File: src/rtl/dsp_share_ctrl.sv
// Round-robin share of one pipelined DSP slice (P = A*(D+/-B) +/- C) between two requesters.
// Accept-to-result latency LATENCY+2; no result backpressure; flush quiesces the slice.
module dsp_share_ctrl #(
  parameter int LATENCY = 3,
  parameter int CNT_W   = 16
) (
  input  logic              clk,
  input  logic              rst,
  input  logic              r0_valid,
  output logic              r0_ready,
  input  logic [17:0]       r0_a,
  input  logic [17:0]       r0_b,
  input  logic [17:0]       r0_d,
  input  logic [47:0]       r0_c,
  input  logic              r0_sub,
  input  logic              r1_valid,
  output logic              r1_ready,
  input  logic [17:0]       r1_a,
  input  logic [17:0]       r1_b,
  input  logic [17:0]       r1_d,
  input  logic [47:0]       r1_c,
  input  logic              r1_sub,
  output logic [17:0]       dsp_a,
  output logic [17:0]       dsp_b,
  output logic [17:0]       dsp_d,
  output logic [47:0]       dsp_c,
  output logic              dsp_sub,
  output logic              dsp_in_valid,
  input  logic [47:0]       dsp_p,
  output logic              r0_res_valid,
  output logic              r1_res_valid,
  output logic [47:0]       res_p,
  input  logic              flush,
  output logic              flush_done,
  output logic              busy,
  output logic [CNT_W-1:0]  r0_cnt,
  output logic [CNT_W-1:0]  r1_cnt
);

  typedef enum logic {RUN, DRAIN} state_t;

  state_t            state_q, state_d;
  logic              flush_done_q, flush_done_d;
  logic              last_q, last_d;
  logic [17:0]       dsp_a_q, dsp_a_d;
  logic [17:0]       dsp_b_q, dsp_b_d;
  logic [17:0]       dsp_d_q, dsp_d_d;
  logic [47:0]       dsp_c_q, dsp_c_d;
  logic              dsp_sub_q, dsp_sub_d;
  logic              dsp_vld_q;
  logic [LATENCY:0]  tag_vld_q;
  logic [LATENCY:0]  tag_own_q;
  logic              res0_q, res1_q;
  logic [47:0]       res_p_q, res_p_d;
  logic [CNT_W-1:0]  cnt0_q, cnt0_d;
  logic [CNT_W-1:0]  cnt1_q, cnt1_d;
  logic              gnt0, gnt1;
  logic              xfer0, xfer1, xfer;
  logic              busy_w;

  // last_q names the requester granted most recently; ties go to the other one.
  always_comb begin
    gnt0 = 1'b0;
    gnt1 = 1'b0;
    if (state_q == RUN) begin
      if (r0_valid && (!r1_valid || last_q)) begin
        gnt0 = 1'b1;
      end else if (r1_valid) begin
        gnt1 = 1'b1;
      end
    end
  end

  assign xfer0  = r0_valid & gnt0;
  assign xfer1  = r1_valid & gnt1;
  assign xfer   = xfer0 | xfer1;
  assign busy_w = dsp_vld_q | (|tag_vld_q);

  always_comb begin
    dsp_a_d   = dsp_a_q;
    dsp_b_d   = dsp_b_q;
    dsp_d_d   = dsp_d_q;
    dsp_c_d   = dsp_c_q;
    dsp_sub_d = dsp_sub_q;
    last_d    = last_q;
    cnt0_d    = cnt0_q;
    cnt1_d    = cnt1_q;
    if (xfer0) begin
      dsp_a_d   = r0_a;
      dsp_b_d   = r0_b;
      dsp_d_d   = r0_d;
      dsp_c_d   = r0_c;
      dsp_sub_d = r0_sub;
      last_d    = 1'b0;
      cnt0_d    = cnt0_q + CNT_W'(1);
    end else if (xfer1) begin
      dsp_a_d   = r1_a;
      dsp_b_d   = r1_b;
      dsp_d_d   = r1_d;
      dsp_c_d   = r1_c;
      dsp_sub_d = r1_sub;
      last_d    = 1'b1;
      cnt1_d    = cnt1_q + CNT_W'(1);
    end
  end

  always_comb begin
    res_p_d = res_p_q;
    if (tag_vld_q[LATENCY]) begin
      res_p_d = dsp_p;
    end
  end

  // Drain completes once nothing is issued or in flight; done is registered so it trails the last result.
  always_comb begin
    state_d      = state_q;
    flush_done_d = 1'b0;
    case (state_q)
      RUN: begin
        if (flush) begin
          state_d = DRAIN;
        end
      end
      DRAIN: begin
        if (!busy_w) begin
          state_d      = RUN;
          flush_done_d = 1'b1;
        end
      end
      default: state_d = RUN;
    endcase
  end

  always_ff @(posedge clk) begin
    if (rst) begin
      state_q      <= RUN;
      flush_done_q <= 1'b0;
      last_q       <= 1'b1;
      dsp_a_q      <= '0;
      dsp_b_q      <= '0;
      dsp_d_q      <= '0;
      dsp_c_q      <= '0;
      dsp_sub_q    <= 1'b0;
      dsp_vld_q    <= 1'b0;
      tag_vld_q    <= '0;
      tag_own_q    <= '0;
      res0_q       <= 1'b0;
      res1_q       <= 1'b0;
      res_p_q      <= '0;
      cnt0_q       <= '0;
      cnt1_q       <= '0;
    end else begin
      state_q      <= state_d;
      flush_done_q <= flush_done_d;
      last_q       <= last_d;
      dsp_a_q      <= dsp_a_d;
      dsp_b_q      <= dsp_b_d;
      dsp_d_q      <= dsp_d_d;
      dsp_c_q      <= dsp_c_d;
      dsp_sub_q    <= dsp_sub_d;
      dsp_vld_q    <= xfer;
      tag_vld_q    <= {tag_vld_q[LATENCY-1:0], xfer};
      tag_own_q    <= {tag_own_q[LATENCY-1:0], xfer1};
      res0_q       <= tag_vld_q[LATENCY] & ~tag_own_q[LATENCY];
      res1_q       <= tag_vld_q[LATENCY] & tag_own_q[LATENCY];
      res_p_q      <= res_p_d;
      cnt0_q       <= cnt0_d;
      cnt1_q       <= cnt1_d;
    end
  end

  assign r0_ready     = gnt0;
  assign r1_ready     = gnt1;
  assign dsp_a        = dsp_a_q;
  assign dsp_b        = dsp_b_q;
  assign dsp_d        = dsp_d_q;
  assign dsp_c        = dsp_c_q;
  assign dsp_sub      = dsp_sub_q;
  assign dsp_in_valid = dsp_vld_q;
  assign r0_res_valid = res0_q;
  assign r1_res_valid = res1_q;
  assign res_p        = res_p_q;
  assign flush_done   = flush_done_q;
  assign busy         = busy_w;
  assign r0_cnt       = cnt0_q;
  assign r1_cnt       = cnt1_q;

endmodule

File: config.mk
export PLATFORM = sky130hd
export DESIGN_NAME = dsp_share_ctrl
export DESIGN_NICKNAME = d
export VERILOG_FILES = /design/src/rtl/dsp_share_ctrl.sv
export SDC_FILE = /design/constraint.sdc
export NUM_CORES = 1
export LEC_CHECK = 0
export ABC_AREA = 1
export BUFFER_PORTS_ARGS = -buffer_cell sky130_fd_sc_hd__buf_2
export CORE_ASPECT_RATIO = 1.4
export CORE_MARGIN = 2
export CORE_UTILIZATION = 25
export DETAILED_ROUTE_END_ITERATION = 8
export PLACE_DENSITY = 0.5
export SETUP_SLACK_MARGIN = 0.15
export SYNTH_ARGS = -nofsm -noshare
export SYNTH_HDL_FRONTEND = slang
export SYNTH_SLANG_ARGS = --single-unit
export TNS_END_PERCENT = 20
File: constraint.sdc
create_clock -name clk -period 3.75 [get_ports clk]
set_clock_uncertainty 0.1 [all_clocks]
set_input_delay 0.375 -clock clk [delete_from_list [all_inputs] [get_ports clk]]
set_output_delay 0.375 -clock clk [all_outputs]
set_load 0.005 [all_outputs]
==> qor.yml <==
sta:
  tightest_slew_ps: 1090
  setup_violations: 0
  post-route-min-period_ps: 2060
  fmax_mhz: 486
  rsz0062_at_grt: "no"
  hold-worst-slack_ps: 44.3
  period_share_pct: 54.9
  final_hold_viol_count: 0
  report.final.slew_viol_count: 0
  maxSlewHeadroom_pct: 27.0
  setup_ws_ps: 1690
  tns_ps: 0
placed_design:
  pre_cts_slack_ps: 1560
  gp_congestion: 0.869
  dpl.hpwl_um: 22400
  port_buffers: 448
  placed_cells: 1856
global_routing:
  grt_max_degree: 100
  antenna_found_initial: 6
  grt_first_pass_wirelength_um: 47800
  grt_overflow: 0
  grt_pass1_vias: 8428
  grtUsageTotal_pct: 18.4
floorplan:
  io_pins: 449
  dieArea_um2: 33100
  die_y_um: 215
  fp.dieW_um: 154
  coreArea_um2: 31400
  start_util_pct: 25.2
  rows: 77
worst_hold_path:
  min_delay_path_depth: 3
  hp-class: "in2reg"
run_status:
  status: "finished, final reports clean"
layout:
  nNetsFinal: 1741
  final_cells: 1892
  layout-drive-gt1-share_pct: 33.7
  layout_common_cells: "447 x buf_2, 279 x nand2_1, 196 x dfxtp_1"
  fillers: 3468
  layout_commonest_cell: "buf_2"
  area_growth_pct: 39.3
route:
  wirelength_um: 31500
  drc: 0
  drt-wirelength-per-cell_um: 16.7
  first_iter_violations: 708
  ant_nets: 0
  first_pass_iters: 5
  top_layer_used: "met5"
  wl_met2_um: 15500
  viasPerCell: 4.73
  route.met3.wl_um: 2600
  vias: 8950
  wl_met1_um: 12500
clock_tree:
  post_cts_buffers: 0
  postCtsResizedCells: 0
  clkSlewWorstSetupHoldPaths_ps: 80
  numCtsBuffers: 17
  hold_buffers: 0
  clock_latency_ps: 450
  cts_root_buf: "clkbuf_16"
  cts_tree: "built"
  clockBufferDepth: 2
  htree_num_levels: 4
  cts_sinks: 196
worst_setup_path:
  r2r_cells: 8
  cp_data_required_time_ps: 4030
  cp_slowest_cell: "clkinv_2"
  cp_slowest_stage_delay_ps: 470
  crit_path_end_kind: "flip-flop"
  critical_path_depth: 8
  crit_buf_inv: 2
  critPathKind: "reg2reg"
  path_cells: "inv_2 > nand2_1 > clkinv_2 > nand2_2 > nor2_4 > nand2_1 > o21ai_0 > nor2_1"
  crit_family: "simple AND/OR/NAND/NOR gates"
  critPathLaunchType: "flip-flop"
  crit_top_cell: "nand2_1"
  cp_max_fo: 34
  critPathArrivalTime_ps: 2340
yosys:
  ys_seq_area_share_pct: 49.6
  syn_area_per_cell_um2: 7.33
  ys_types: 26
  synth_area_um2: 7920
  ys_seq_elements: 196
  synth_edf_count: 0
  synthArstFlopShare_pct: 0
  syn_inst: 1080
  ys.flop_type: "dfxtp_1"
  syn-num-nets: 1341
  yosysWarnings: 0
job:
  cap_violations: 0
power_and_ir_drop:
  power_switching_share_pct: 29.1
  p_int_mw: 3.44
  pwr-share-seq_pct: 46.7
  power.density_nw_per_um2: 440
  p_clk_share_pct: 38.9
  power_frac_comb_pct: 14.5
  vdd_drop_max_mv: 0.266
  p_switching_mw: 1.41
  static-leakage-power_nw: 5.27
-- power by group through the flow --
stage | registers [mW] | clock network, mW | logic (mW)
4_1_cts | 2.27 | 1.95 | 0.711
2_1_floorplan | 2.32 | 0 | 0.329
6_report | 2.27 | 1.89 | 0.702
3_5_place_dp | 2.31 | 0 | 0.708
3_3_place_gp | 2.31 | 0 | 0.707
5_1_grt | 2.28 | 2.03 | 0.781
-- cell type report --
type                            instances  area, µm²  area share, %
Clock buffer                           17        425           3.86
Multi-Input combinational cell        752       3430           31.1
Clock inverter                         15        168           1.52
Timing Repair Buffer                  458       2360           21.4
Antenna cell                            4       10.0         0.0908
Inverter                               55        210           1.91
Sequential cell                       196       3920           35.6
Tap cell                              395        494           4.48
-- cells in the mapped netlist (2+ instances only) --
cell type / n / share of area, %
nand2_1: 279 / 13
dfxtp_1: 196 / 50
nor2_1: 147 / 7.0
nand3_1: 115 / 7.3
a31oi_1: 103 / 8.1
o21ai_0: 57 / 3.6
inv_1: 49 / 2.3
buf_2: 35 / 2.2
clkbuf_1: 33 / 1.6
nor3_1: 15 / 0.95
a21oi_1: 13 / 0.82
nand4_1: 9 / 0.71
buf_4: 7 / 0.66
inv_2: 5 / 0.24
a211oi_1: 2 / 0.19
buf_1: 2 / 0.095
ha_1: 2 / 0.32
nand2_2: 2 / 0.16
nor2_4: 2 / 0.28
-- sequential cells by signal, indices dropped and copies added, names as in the netlist --
signal	cells
dsp_sub	1
r0_res_valid	1
tag_vld_q	4
r1_res_valid	1
res_p	48
tag_own_q	4
state_q	1
dsp_d	18
r1_cnt	16
dsp_b	18
dsp_c	48
last_q	1
flush_done	1
dsp_a	18
r0_cnt	16
-- layer usage --
layer  vias to the layer above  track usage [%]
li1                       4386                -
met1                      4130             21.3
met2                       384             31.3
met3                        46             5.56
met4                         4             8.09
met5                         -                0
-- cells by family (layout without fill, tap and decap cells) --
| group | count (synthesis) | after routing | synth area share (%) |
|---|---|---|---|
| AO/OA/AOI/OAI | 176 | 176 | 12.9 |
| XOR/XNOR | 1 | 1 | 0.111 |
| other | 0 | 4 | 0 |
| buffers and inverters | 132 | 545 | 7.15 |
| flip-flops | 196 | 196 | 49.6 |
| AND/OR/NAND/NOR | 573 | 573 | 30.0 |
| adder cells (fa/ha/maj) | 2 | 2 | 0.316 |
-- path summary, 6_finish.rpt --
check	from	end	slack [ps]
worst max-delay path	state_q	r1_cnt[7]	1690
worst min-delay path	dsp_p[29]	res_p[29]	40
worst max register to register	state_q	r1_cnt[7]	1690
worst min register to register	tag_own_q[1]	tag_own_q[2]	310
-- tightest hold or removal path, delay by kind of cell --
kind | cells | cell delay, ps
buf+inv | 1 | 70
simple gates | 2 | 110
-- stage by stage --
stage	total power [mW]	instance area (µm²)	util (%)
finish	4.85	11000	35.1
global route	5.09	11000	35.1
CTS	4.93	11000	35.1
detailed placement	3.02	10400	33.2
global placement	3.02	10400	33.2
floorplan	2.65	7920	-
Note: power is estimated with default switching activity, not from simulation.
